--- config.mk ---
export PLATFORM = sky130hd
export DESIGN_NAME = fb_port_arbiter
export DESIGN_NICKNAME = d
export VERILOG_FILES = /design/src/rtl/fb_port_arbiter.sv
export SDC_FILE = /design/constraint.sdc
export NUM_CORES = 1
export LEC_CHECK = 0
export ABC_AREA = 1
export CORE_MARGIN = 8
export CORE_UTILIZATION = 35
export DETAILED_ROUTE_END_ITERATION = 8
export GPL_TIMING_DRIVEN = 1
export PLACE_DENSITY = 0.85
export SKIP_CTS_REPAIR_TIMING = 1
export SYNTH_ARGS = -nofsm -noshare
export SYNTH_HDL_FRONTEND = slang
export SYNTH_SLANG_ARGS = --single-unit
--- constraint.sdc ---
create_clock -name clk -period 2.3 [get_ports clk]
set_clock_uncertainty 0.1 [all_clocks]
set_input_delay 0.46 -clock clk [delete_from_list [all_inputs] [get_ports clk]]
set_output_delay 0.46 -clock clk [all_outputs]
set_load 0.005 [all_outputs]
--- src/rtl/fb_port_arbiter.sv ---
// Framebuffer BRAM arbiter: shares one single-port BRAM between the rasterizer
// (read/write), the display scanout (read only) and a built-in fill-colour clear engine.
module fb_port_arbiter #(
    parameter int ADDR_WIDTH   = 12,
    parameter int DATA_WIDTH   = 24,
    parameter int STARVE_LIMIT = 8
) (
    input  logic                  clk,
    input  logic                  rst_n,
    input  logic                  ras_req,
    input  logic                  ras_we,
    input  logic [ADDR_WIDTH-1:0] ras_addr,
    input  logic [DATA_WIDTH-1:0] ras_wdata,
    output logic                  ras_gnt,
    output logic                  ras_rvalid,
    output logic [DATA_WIDTH-1:0] ras_rdata,
    input  logic                  dsp_req,
    input  logic [ADDR_WIDTH-1:0] dsp_addr,
    output logic                  dsp_gnt,
    output logic                  dsp_rvalid,
    output logic [DATA_WIDTH-1:0] dsp_rdata,
    input  logic                  clr_start,
    input  logic [DATA_WIDTH-1:0] clr_color,
    output logic                  clr_busy,
    output logic                  clr_done,
    output logic                  bram_cen,
    output logic                  bram_wen,
    output logic [ADDR_WIDTH-1:0] bram_addr,
    output logic [DATA_WIDTH-1:0] bram_din,
    input  logic [DATA_WIDTH-1:0] bram_dout
);

    localparam int                    STARVE_W   = $clog2(STARVE_LIMIT + 1);
    localparam logic [STARVE_W-1:0]   STARVE_MAX = STARVE_W'(STARVE_LIMIT);
    localparam logic [ADDR_WIDTH-1:0] LAST_ADDR  = '1;

    typedef enum logic {
        S_IDLE,
        S_CLEAR
    } state_t;

    state_t                  r_state;
    state_t                  w_next_state;
    logic [ADDR_WIDTH-1:0]   r_clr_addr;
    logic [STARVE_W-1:0]     r_starve_cnt;
    logic [DATA_WIDTH-1:0]   r_clr_color;
    logic                    r_clr_done;
    logic                    r_ras_rvalid;
    logic                    r_dsp_rvalid;

    logic                    w_ras_gnt;
    logic                    w_dsp_gnt;
    logic                    w_clr_wr;
    logic                    w_starved;
    logic                    w_clr_last;

    assign w_starved  = (r_starve_cnt == STARVE_MAX);
    assign w_clr_last = (r_clr_addr == LAST_ADDR);

    // NOTE: every output of a combinational block gets a default first so no path can infer a latch.
    always_comb begin
        w_next_state = r_state;
        w_ras_gnt    = 1'b0;
        w_dsp_gnt    = 1'b0;
        w_clr_wr     = 1'b0;
        case (r_state)
            S_IDLE: begin
                if (ras_req && w_starved) begin
                    w_ras_gnt = 1'b1;
                end else if (dsp_req) begin
                    w_dsp_gnt = 1'b1;
                end else if (ras_req) begin
                    w_ras_gnt = 1'b1;
                end
                if (clr_start) begin
                    w_next_state = S_CLEAR;
                end
            end
            S_CLEAR: begin
                // Scanout is real-time, so it may stall the clear indefinitely.
                if (dsp_req) begin
                    w_dsp_gnt = 1'b1;
                end else begin
                    w_clr_wr = 1'b1;
                    if (w_clr_last) begin
                        w_next_state = S_IDLE;
                    end
                end
            end
            default: w_next_state = S_IDLE;
        endcase
    end

    always_comb begin
        bram_cen  = ~(w_ras_gnt | w_dsp_gnt | w_clr_wr);
        bram_wen  = (w_ras_gnt & ras_we) | w_clr_wr;
        bram_addr = r_clr_addr;
        bram_din  = r_clr_color;
        if (w_ras_gnt) begin
            bram_addr = ras_addr;
            bram_din  = ras_wdata;
        end else if (w_dsp_gnt) begin
            bram_addr = dsp_addr;
        end
    end

    // NOTE: sequential state uses non-blocking assignments only; reset is sampled on the clock edge.
    always_ff @(posedge clk) begin
        if (!rst_n) begin
            r_state      <= S_IDLE;
            r_clr_addr   <= '0;
            r_starve_cnt <= '0;
            r_clr_color  <= '0;
            r_clr_done   <= 1'b0;
            r_ras_rvalid <= 1'b0;
            r_dsp_rvalid <= 1'b0;
        end else begin
            r_state      <= w_next_state;
            r_ras_rvalid <= w_ras_gnt & ~ras_we;
            r_dsp_rvalid <= w_dsp_gnt;
            r_clr_done   <= w_clr_wr & w_clr_last;
            if (w_clr_wr) begin
                r_clr_addr <= r_clr_addr + 1'b1;
            end
            if (r_state == S_IDLE && clr_start) begin
                r_clr_color <= clr_color;
            end
            if (w_ras_gnt) begin
                r_starve_cnt <= '0;
            end else if (r_state == S_IDLE && ras_req && !w_starved) begin
                r_starve_cnt <= r_starve_cnt + 1'b1;
            end
        end
    end

    assign ras_gnt    = w_ras_gnt;
    assign dsp_gnt    = w_dsp_gnt;
    assign ras_rvalid = r_ras_rvalid;
    assign dsp_rvalid = r_dsp_rvalid;
    assign ras_rdata  = bram_dout;
    assign dsp_rdata  = bram_dout;
    assign clr_busy   = (r_state == S_CLEAR);
    assign clr_done   = r_clr_done;

endmodule
==> reports/results.ini, run 1 <==
[run_status]
status = finished with violations
violations = setup timing

[cells_and_area]
fillers = 721
final_area_sq_mm = 0.004308
drive_gt1_share_pct = 26.21
syn2layout_area_growth_pct = 58.88
post-route-util_pct = 56.63
n_antenna_cell = 0
nets = 642

[routing]
drt_iter0_drc = 134
routedWlPerCell_um = 14.72
wl_um = 9423
drtPass1Iterations = 4
drcViolationCount = 0
num_vias = 3027
antenna_left = 0
drt-vias-per-instance = 4.730

[yosys]
synthXorXnorAreaFrac_pct = 0.3230
synth_top_family_by_area = simple AND/OR/NAND/NOR gates
yosysTopAreaCell = dfxtp_1
ys_async_sr_fraction_pct = 0
postSynthCellCount = 431
synthMuxAreaShare_pct = 0
synth_adder_area_share_pct = 1.384
synthFlopType = dfxtp_1
synth_top_area_share_pct = 32.49
synth-edff-count = 0
synth_compound_area_share_pct = 11.26
synth_area_leaders = dfxtp_1 (32%), nand2_1 (19%), buf_4 (14%)
syn_avg_cell_area_sq_um = 6.291
synth_simple_gate_area_share_pct = 34.70
ys_ff_latch = 44
ys_seq_area_share_pct = 32.49
syn-num-nets = 536
synth.most_common_cell = nand2_1
synth_cell_types = 22
netlist_area_sq_mm = 0.002711
yosys_warnings = 0
synthTopCellsByCount = nand2_1 (136), nor2_1 (79), buf_4 (49)

[worst_setup_path]
r2r-end = r_starve_cnt[1]$_SDFFE_PP0P_
critPathLaunch = r_starve_cnt[0]$_SDFFE_PP0P_
crit_buf_inv = 5
cp_data_arrival_time_ps = 1890
crit_path_max_incr_delay_ps = 330
critical-path-slowest-cell = dfxtp_2
crit_required_ps = 1740
r2r-start = r_starve_cnt[0]$_SDFFE_PP0P_
r2r_cells = 11
critPathMaxFanout = 6
crit_path_start_kind = flip-flop
end_kind = output pin
ff2ff_setup_slack_ps = 530
critPathTopFamily = buffers and inverters
crit_chain = inv_2, ha_4, nand2_4, nor2_4, nand2_4, o21ai_4, buf_12, buf_6, buf_12, nor2_1, o21ai_1, nand2_1, dlymetal6s2s_1
crit_type = flip-flop to output pin

[sta]
tns_ps = -2053
min_period_ps = 2452
finalMaxSlewViolations = 0
slew_headroom_pct = 65.30
rsz0062_at_grt = true
hold_viol = 0
finalCritPeriodShare_pct = 106.6
fmax_ghz = 0.4079
setup_violations = 35
worstMarginPinSlew_ps = 515.1
fin_ws_ps = -151.8

[min_path]
min_to = r_clr_color[20]$_SDFFE_PN0P_
hold_path_class = flip-flop to flip-flop
whs_path_depth = 2
min_from = r_clr_color[20]$_SDFFE_PN0P_

[power]
pwr-share-clk_pct = 31.5
power_frac_seq_pct = 40.7
combPwrFrac_pct = 27.9
peakVddDrop_uv = 252.8
leakagePower_nw = 2.052
power_density_mw_per_mm2 = 472.0
p_sw_mw = 0.5220
internal-power_mw = 1.511
swShare_pct = 25.67

[floorplan]
fp.dieArea_sq_mm = 0.01082
core_sq_mm = 0.007607
num_rows = 32
ioPinCount = 194
die_x_um = 104.0
die_h_um = 104.0
start_util_pct = 35.64

[clock_tree]
cts.clk_slew.worst_paths_ps = 80
clock_sinks = 44
cts_tree = built
cts_root_buffer = clkbuf_8
numCtsBuffers = 5
htreeDepth = 2
clock_path_buffers = 2
clk_latency_ps = 290

[global_route]
grt_pass1_vias = 2958
grt_pass1_wl_um = 13710
grt_max_degree = 38
antenna_found_initial = 0
grtUsageTotal_pct = 15.04
overflow = 0

[place]
placed_cell_area_sq_mm = 0.003790
dp_hpwl_um = 6570
gp_congestion = 0.8357
port_buffers = 121

[run]
maxCapViolations = 0

-- power by group through the flow --
stage | clock network, mW | registers (mW) | logic [mW]
after floorplan | 0 | 0.837 | 0.252
after global placement | 0 | 0.837 | 0.510
after detailed placement | 0 | 0.840 | 0.523
after CTS | 0.652 | 0.822 | 0.526
after global routing | 0.695 | 0.833 | 0.622
final | 0.640 | 0.827 | 0.567
-- cells in the final DEF (no fill, tap or decap), types with 10 or more instances in the layout --
master	count
buf_2	17
buf_4	18
buf_6	10
clkbuf_2	16
clkdlybuf4s50_1	80
dfxtp_1	42
inv_1	20
nand2_1	100
nand2_2	32
nor2_1	77
o21ai_0	31
-- worst min-delay path: stages, from the launching register on --
cell	delay, ps
dfxtp_1	330
nor2_1	50
nor2_1	80
-- metrics by stage --
| stage | std cells | hold slack (ps) | power [mW] | worst slack [ps] |
|---|---|---|---|---|
| after floorplan | 431 | 355.4 | 1.089 | 475.0 |
| after global placement | 608 | 362.5 | 1.348 | -403.5 |
| after detailed placement | 608 | 373.0 | 1.363 | -483.1 |
| after CTS | 616 | 392.1 | 2.000 | -484.8 |
| after global routing | 640 | 417.2 | 2.150 | -267.1 |
| final | 640 | 390.5 | 2.033 | -151.8 |
-- routing by layer --
metal  track usage, %  wire length (um)
met1            14.86              3353
met2            28.19              5032
met3            5.204               810
met4            5.584               226
met5                0                 0
-- registers in the layout (all words and copies together) (netlist names) --
register      count
clr_done          1
ras_rvalid        1
clr_busy          1
dsp_rvalid        1
r_clr_addr       12
r_clr_color      24
r_starve_cnt      4
-- how the worst max path moves through the flow --
| stage | cells after the start | slack, ps | to |
|---|---|---|---|
| floorplan | 9 | 480 | bram_din[14] |
| global placement | 9 | -400 | bram_addr[1] |
| detailed placement | 9 | -480 | bram_addr[1] |
| CTS | 9 | -480 | bram_addr[1] |
| global route | 13 | -270 | bram_addr[1] |
| finish | 13 | -150 | bram_addr[1] |
-- kinds of logic after synthesis --
kind of cell | after synthesis
flops | 44
simple gates | 239
buf+inv | 90
xor+xnor | 1
fa+ha+maj | 3
compound gates | 54
-- final cells by class --
type | instances | area [sq um] | share of cell area, %
repair buffers | 162 | 1592 | 36.94
multi-input cells | 298 | 1481 | 34.39
flip-flops and latches | 44 | 883.3 | 20.51
well taps | 102 | 127.6 | 2.963
inverters | 26 | 97.59 | 2.265
clock buffers | 7 | 96.34 | 2.236
clock inverters | 1 | 30.03 | 0.6971
Power figures use the tool's default switching activity.
==> run 2: changes to the inputs <==
--- a/config.mk
+++ b/config.mk
@@ -5,12 +5,13 @@
 export SDC_FILE = /design/constraint.sdc
 export NUM_CORES = 1
 export LEC_CHECK = 0
-export ABC_AREA = 1
+export ABC_AREA = 0
 export CORE_MARGIN = 8
-export CORE_UTILIZATION = 35
+export CORE_UTILIZATION = 36
+export CTS_CLUSTER_SIZE = 14
 export DETAILED_ROUTE_END_ITERATION = 8
 export GPL_TIMING_DRIVEN = 1
-export PLACE_DENSITY = 0.85
+export PLACE_DENSITY = 0.86
 export SKIP_CTS_REPAIR_TIMING = 1
 export SYNTH_ARGS = -nofsm -noshare
 export SYNTH_HDL_FRONTEND = slang
==> run 2 against run 1 <==
- the flow still finishes with violations (setup timing)
- power down 9.3%
- die area increased by 1.7%
- combinational power fell by 6.9%
- via count is 13% lower
- critical path depth shrank 3
- sequential power fell by 2%
- hold slack lost 34 ps
- clock power fell by 21%
- register-to-register slack better by 20 ps
- utilization fell by 1.6 points
- critical endpoint is now bram_din[13]
- largest power group unchanged
- highest routed layer unchanged
==> reports/results.ini, run 2 <==
[worst_setup_path]
critical-path-slowest-cell = dfxtp_2  ; unchanged
crit_type = flip-flop to output pin  ; unchanged
crit_buf_inv = 6  ; was 5
critPathMaxFanout = 6  ; unchanged
crit_path_max_incr_delay_ps = 330  ; about the same
crit_chain = inv_2, ha_2, nand3b_1, buf_4, a21oi_4, buf_6, buf_6, clkbuf_16, mux2_4, buf_6  ; was inv_2, ha_4, nand2_4, nor2_4, nand2_4, o21ai_4, buf_12, buf_6, buf_12, nor2_1, o21ai_1, nand2_1, dlymetal6s2s_1
ff2ff_setup_slack_ps = 550  ; was 530 ps
cp_data_arrival_time_ps = 2100  ; was 1890 ps
critPathTopFamily = buffers and inverters  ; unchanged
critPathLaunch = r_starve_cnt[0]$_SDFFE_PP0P_  ; unchanged
r2r_cells = 4  ; was 11
r2r-end = r_clr_addr[10]$_SDFFE_PN0P_  ; was r_starve_cnt[1]$_SDFFE_PP0P_
r2r-start = r_clr_addr[0]$_SDFFE_PN0P_  ; was r_starve_cnt[0]$_SDFFE_PP0P_
worst_path_most_repeated_cell = buf_6
end_kind = output pin  ; unchanged
crit_path_start_kind = flip-flop  ; unchanged
crit_required_ps = 1740  ; about the same

[global_route]
grt_pass1_wl_um = 13030  ; was 13,710 um
grt_max_degree = 27  ; was 38
antenna_found_initial = 0  ; unchanged
overflow = 0  ; unchanged
grt_pass1_vias = 2729  ; was 2,958
grtUsageTotal_pct = 13.95  ; was 15.04%

[cells_and_area]
syn2layout_area_growth_pct = 48.61  ; was 58.88%
final_common_cell = clkdlybuf4s50_1  ; was nand2_1
top_register = r_clr_color  ; unchanged
n_antenna_cell = 0  ; unchanged
post-route-util_pct = 54.98  ; was 56.63%
drive_gt1_share_pct = 28.07  ; was 26.21%
largest_register_ffs = 24  ; unchanged
top_regs = r_clr_color x24, r_clr_addr x12, r_starve_cnt x4  ; unchanged
most-common-layout-cells = clkdlybuf4s50_1 (80), nand2_1 (55), dfxtp_1 (42)  ; was nand2_1 (100), clkdlybuf4s50_1 (80), nor2_1 (77)
nets = 529  ; was 642

[yosys]
synth_top_area_share_pct = 30.97  ; was 32.49%
synthTopCellsByCount = nand2_1 (55), buf_4 (51), dfxtp_1 (44)  ; was nand2_1 (136), nor2_1 (79), buf_4 (49)
synth.most_common_cell = nand2_1  ; unchanged
synth_area_leaders = dfxtp_1 (31%), buf_4 (13%), mux2_2 (7.5%)  ; was dfxtp_1 (32%), nand2_1 (19%), buf_4 (14%)
ys_seq_area_share_pct = 30.97  ; was 32.49%
netlist_area_sq_mm = 0.002844  ; was 0.002711 sq mm
synth_adder_area_share_pct = 1.320  ; was 1.384%
synth_compound_area_share_pct = 17.60  ; was 11.26%
syn-num-nets = 437  ; was 536
postSynthCellCount = 332  ; was 431
synth_top_family_by_area = simple AND/OR/NAND/NOR gates  ; unchanged
synthMuxAreaShare_pct = 10.56  ; was 0%
syn_avg_cell_area_sq_um = 8.566  ; was 6.291 sq um
synthXorXnorAreaFrac_pct = 0.9239  ; was 0.3230%
synth_simple_gate_area_share_pct = 20.85  ; was 34.70%
synth-edff-count = 0  ; unchanged
ys_ff_latch = 44  ; unchanged
yosys_warnings = 0  ; unchanged
ys_async_sr_fraction_pct = 0  ; unchanged
synth_cell_types = 44  ; was 22
yosysTopAreaCell = dfxtp_1  ; unchanged
synthFlopType = dfxtp_1  ; unchanged

[floorplan]
die_x_um = 104.9  ; was 104.0 um
num_rows = 32  ; unchanged
fp.dieArea_sq_mm = 0.01100  ; was 0.01082 sq mm
core_sq_mm = 0.007687  ; was 0.007607 sq mm
ioPinCount = 194  ; unchanged
start_util_pct = 37.00  ; was 35.64%
die_h_um = 104.9  ; was 104.0 um

[routing]
drt-vias-per-instance = 5.029  ; was 4.730
num_vias = 2645  ; was 3,027
wl_um = 8930  ; was 9423 um
drt_iter0_drc = 50  ; was 134
drcViolationCount = 0  ; unchanged
antenna_left = 0  ; unchanged
routedWlPerCell_um = 16.98  ; was 14.72 um
drtPass1Iterations = 4  ; unchanged

[clock_tree]
cts_root_buffer = clkbuf_8  ; unchanged
cts_tree = built  ; unchanged
htreeDepth = 2  ; unchanged
cts.clk_slew.worst_paths_ps = 80  ; about the same
numCtsBuffers = 5  ; unchanged
clk_latency_ps = 280  ; was 290 ps
clock_sinks = 44  ; unchanged
clock_path_buffers = 2  ; unchanged

[sta]
hold_viol = 0  ; unchanged
finalMaxSlewViolations = 0  ; unchanged
finalCritPeriodShare_pct = 115.8  ; was 106.6%
fin_ws_ps = -363.9  ; was -151.8 ps
rsz0062_at_grt = true  ; unchanged
tns_ps = -9253  ; was -2053 ps
worstMarginPinSlew_ps = 310.1  ; was 515.1 ps
min_period_ps = 2664  ; was 2452 ps
fmax_ghz = 0.3754  ; was 0.4079 GHz
slew_headroom_pct = 79.14  ; was 65.30%
setup_violations = 38  ; was 35

[min_path]
min_to = r_clr_color[5]$_SDFFE_PN0P_  ; was r_clr_color[20]$_SDFFE_PN0P_
hold_path_class = flip-flop to flip-flop  ; unchanged
min_from = r_clr_color[5]$_SDFFE_PN0P_  ; was r_clr_color[20]$_SDFFE_PN0P_
whs_path_depth = 2  ; unchanged

[place]
port_buffers = 121  ; unchanged
dp_hpwl_um = 6446  ; was 6570 um
gp_congestion = 0.7782  ; was 0.8357

[run_status]
violations = setup timing  ; unchanged
status = finished with violations  ; unchanged

[power]
peakVddDrop_uv = 211.5  ; was 252.8 uV
leakagePower_nw = 1.896  ; was 2.052 nW
p_total_mw = 1.845  ; was 2.033 mW
power_density_mw_per_mm2 = 436.4  ; was 472.0 mW/mm^2

[run]
maxCapViolations = 0  ; unchanged

==> run 2: cell count changes after synthesis, sizes merged, moves of 5 or more <==
cell / before / now
nand2: 140 / 55
nor2: 82 / 6
o21ai: 37 / 6
a21oi: 9 / 34
mux2: 0 / 24
inv: 26 / 7
a211o: 0 / 12
and3b: 0 / 12
o221a: 0 / 12
o211ai: 8 / 0
nand3: 8 / 3
==> run 2: cell type report <==
| cell class | count | area (sq um) |
|---|---|---|
| fill | 684 | 3461 |
| multi-input combinational | 212 | 1587 |
| timing repair buffer | 154 | 1506 |
| sequential | 44 | 883.3 |
| tap | 102 | 127.6 |
| clock buffer | 7 | 96.34 |
| inverter | 7 | 26.28 |
==> run 2: worst max-delay path by stage <==
| stage | endpoint | slack [ps] | depth (start not counted) |
|---|---|---|---|
| after floorplan | bram_din[18] | 250 | 7 |
| after global placement | bram_din[3] | -540 | 6 |
| after detailed placement | bram_din[3] | -560 | 6 |
| final | bram_din[13] | -360 | 10 |
| after global routing | bram_din[13] | -450 | 10 |
| after CTS | bram_din[3] | -620 | 7 |
==> run 2: kinds of logic (layout without fill, tap and decap cells) <==
family | after synthesis | after routing
flops | 44 | 44
buf+inv | 77 | 168
xor+xnor | 3 | 3
fa+ha+maj | 3 | 3
mux | 27 | 27
simple gates | 107 | 108
compound gates | 71 | 71
==> run 2: per-stage QoR <==
stage / hold WS [ps] / worst slack [ps] / instances / instance area [sq um]
3_3_place_gp: 341.5 / -543.1 / 507 / 3891
5_1_grt: 376.9 / -454.8 / 526 / 4227
3_5_place_dp: 346.0 / -556.5 / 507 / 3891
4_1_cts: 357.4 / -616.3 / 514 / 3988
2_1_floorplan: 332.2 / 251.8 / 332 / 2844
6_report: 356.3 / -363.9 / 526 / 4227
==> run 2: worst reg2reg max path, stage by stage, from the launching register on <==
cell,delay (ps)
dfxtp_1,430
ha_1,230
nand4b_2,220
or4_1,560
a21oi_1,150
==> run 2: power breakdown <==
part	switching (mW)	total [mW]	internal, mW
Combinational	0.188	0.528	0.340
Clock	0.240	0.508	0.268
Sequential	0.0181	0.809	0.791
==> run 2: routing by layer <==
metal  vias up  GRT usage [%]  part of all wire (%)
li1       1301              -                     -
met1      1222          15.11                    43
met2       110          24.80                    49
met3        12          5.774                   7.6
met4         0          2.956                  0.52
met5         -              0                     0
==> run 3: changes to the inputs <==
==> constraint.sdc (replaced) <==
create_clock -name clk -period 2.7 [get_ports clk]
set_clock_uncertainty 0.1 [all_clocks]
set_input_delay 0.54 -clock clk [delete_from_list [all_inputs] [get_ports clk]]
set_output_delay 0.54 -clock clk [all_outputs]
set_load 0.005 [all_outputs]
==> run 3 against run 2 <==
- the run still ends with setup timing left
- register-to-register slack better by 330 ps
- wire length is 2.0% higher
- sequential cell count stayed put
- critical path depth stayed put
- final area is 0.71% higher
- count of clock-buffer cells in the layout is 1 higher
- clock power is 17% lower
- first-iteration DRC count is 52% higher
- hold slack better by 1.0 ps
- combinational power is 12% lower
- sequential power is 15% lower
- critical endpoint is now bram_din[12]
- largest power group unchanged
==> reports/results.ini, run 3 (synthesis results as in run 2) <==
[cells_and_area]
syn2layout_area_growth_pct = 49.67  ; was 48.61%
top_register = r_clr_color  ; unchanged
final_cells = 527  ; was 526
final_common_cell = clkdlybuf4s50_1  ; unchanged
most-common-layout-cells = clkdlybuf4s50_1 (81), nand2_1 (55), dfxtp_1 (42)  ; was clkdlybuf4s50_1 (80), nand2_1 (55), dfxtp_1 (42)
drive_gt1_share_pct = 28.00  ; was 28.07%
multi_input_area_sq_mm = 0.001605  ; was 0.001587 sq mm
top_regs = r_clr_color x24, r_clr_addr x12, r_starve_cnt x4  ; unchanged
n_antenna_cell = 0  ; unchanged
fillers = 705  ; was 684
seq_area_sq_um = 883.3  ; unchanged
nets = 529  ; unchanged
largest_register_ffs = 24  ; unchanged

[worst_setup_path]
crit_required_ps = 2060  ; was 1740 ps
critPathMaxFanout = 6  ; unchanged
critPathTopFamily = buffers and inverters  ; unchanged
critical-path-slowest-cell = dfxtp_2  ; unchanged
crit_chain = inv_2, ha_4, nand3b_1, a21oi_4, buf_6, buf_6, buf_6, clkbuf_16, mux2_4, buf_6  ; was inv_2, ha_2, nand3b_1, buf_4, a21oi_4, buf_6, buf_6, clkbuf_16, mux2_4, buf_6
cp_data_arrival_time_ps = 2180  ; was 2100 ps
crit_path_max_incr_delay_ps = 350  ; was 330 ps
crit_buf_inv = 6  ; unchanged
worst_path_most_repeated_cell = buf_6  ; unchanged
crit_path_start_kind = flip-flop  ; unchanged
end_kind = output pin  ; unchanged
crit_type = flip-flop to output pin  ; unchanged

[sta]
tns_ps = -1558  ; was -9253 ps
worstMarginPinSlew_ps = 542.0  ; was 310.1 ps
setup_violations = 16  ; was 38
fin_ws_ps = -118.8  ; was -363.9 ps
min_period_ps = 2819
slew_headroom_pct = 63.83  ; was 79.14%
rsz0062_at_grt = true  ; unchanged
finalCritPeriodShare_pct = 104.4
fmax_ghz = 0.3548
hold_viol = 0  ; unchanged
finalMaxSlewViolations = 0  ; unchanged

[clock_tree]
htreeDepth = 2  ; unchanged
cts_root_buffer = clkbuf_8  ; unchanged
clk_latency_ps = 290  ; was 280 ps
clock_sinks = 44  ; unchanged
cts_tree = built  ; unchanged
clock_path_buffers = 2  ; unchanged
cts.clk_slew.worst_paths_ps = 80  ; about the same
numCtsBuffers = 5  ; unchanged

[routing]
wl_um = 9109  ; was 8930 um
drcViolationCount = 0  ; unchanged
drt_iter0_drc = 76  ; was 50
wl_met3_um = 850  ; was 680 um
drt-vias-per-instance = 5.036  ; was 5.029
top_layer_used = met4  ; unchanged
routedWlPerCell_um = 17.28  ; was 16.98 um
num_vias = 2654  ; was 2,645
wl_met2_um = 4453  ; was 4386 um
drtPass1Iterations = 4  ; unchanged
antenna_left = 0  ; unchanged
wl_met1_um = 3718  ; was 3817 um

[place]
dp_hpwl_um = 6436  ; was 6446 um
dpl.cell_count = 502  ; was 507
gp_congestion = 0.7776  ; was 0.7782
port_buffers = 121  ; unchanged

[run]
maxCapViolations = 0  ; unchanged

[floorplan]
ioPinCount = 194  ; unchanged
die_h_um = 104.9  ; unchanged
core_sq_mm = 0.007687  ; unchanged
fp.dieArea_sq_mm = 0.01100  ; unchanged
start_util_pct = 37.00  ; unchanged
die_x_um = 104.9  ; unchanged
num_rows = 32  ; unchanged

[global_route]
grtUsageTotal_pct = 14.25  ; was 13.95%
grt_pass1_wl_um = 13230  ; was 13,030 um
grt_max_degree = 27  ; unchanged
grt_pass1_vias = 2705  ; was 2,729
antenna_found_initial = 0  ; unchanged
overflow = 0  ; unchanged

[power]
leakagePower_nw = 1.886  ; was 1.896 nW
peakVddDrop_uv = 181.6  ; was 211.5 uV
power_density_mw_per_mm2 = 370.6  ; was 436.4 mW/mm^2

[min_path]
hold_path_class = flip-flop to flip-flop  ; unchanged

[run_status]
status = finished with violations  ; unchanged
violations = setup timing  ; unchanged

## run 3: path summary, 6_finish.rpt
check                                    start                            to  slack (ps)  cells past startpoint
setup / recovery  r_starve_cnt[0]$_SDFFE_PP0P_                  bram_din[12]        -120                     10
hold / removal    r_clr_color[17]$_SDFFE_PN0P_  r_clr_color[17]$_SDFFE_PN0P_         360                      2
setup reg to reg  r_starve_cnt[0]$_SDFFE_PP0P_         dsp_rvalid$_SDFF_PN0_         880                     10
hold reg to reg   r_clr_color[17]$_SDFFE_PN0P_  r_clr_color[17]$_SDFFE_PN0P_         360                      2
## run 3: cell type report
cell class,count,area share [%]
Multi-Input combinational cell,211,37.71
Inverter,7,0.6173
Clock buffer,8,2.116
Timing Repair Buffer,155,35.80
Tap cell,102,2.998
Sequential cell,44,20.75
## run 3: worst reg2reg max path, stage by stage, from the launching register on
cell      delay, ps
dfxtp_2         350
inv_2            80
ha_4            120
nand3b_1        190
buf_4           210
buf_6           110
o21ai_4         160
buf_6           130
buf_6           110
buf_4           100
nor2_1           30
## run 3: per-layer routing
metal	GRT usage [%]	vias to the layer above
li1	-	1301
met1	15.18	1213
met2	24.71	124
met3	6.265	16
met4	4.587	0
met5	0	-
## run 3: stage by stage
step / instance area [sq um] / hold slack (ps) / util, % / power [mW] / worst slack (ps)
after global routing: 4257 / 371.9 / 55.37 / 1.653 / -181.0
after CTS: 3944 / 360.0 / 51.30 / 1.550 / -361.8
final: 4257 / 357.3 / 55.37 / 1.578 / -118.8
after floorplan: 2844 / 332.2 / - / 0.9201 / 571.2
after detailed placement: 3854 / 348.4 / 50.13 / 1.122 / -325.7
after global placement: 3854 / 340.7 / 50.13 / 1.113 / -301.7
## run 3: where the power goes
part	leakage (nW)	switching, mW	total, mW	internal (mW)
sequential	0.360	0.0164	0.690	0.674
clock	0.0455	0.215	0.424	0.209
combinational	1.48	0.166	0.463	0.298
total	1.89	0.398	1.58	1.18
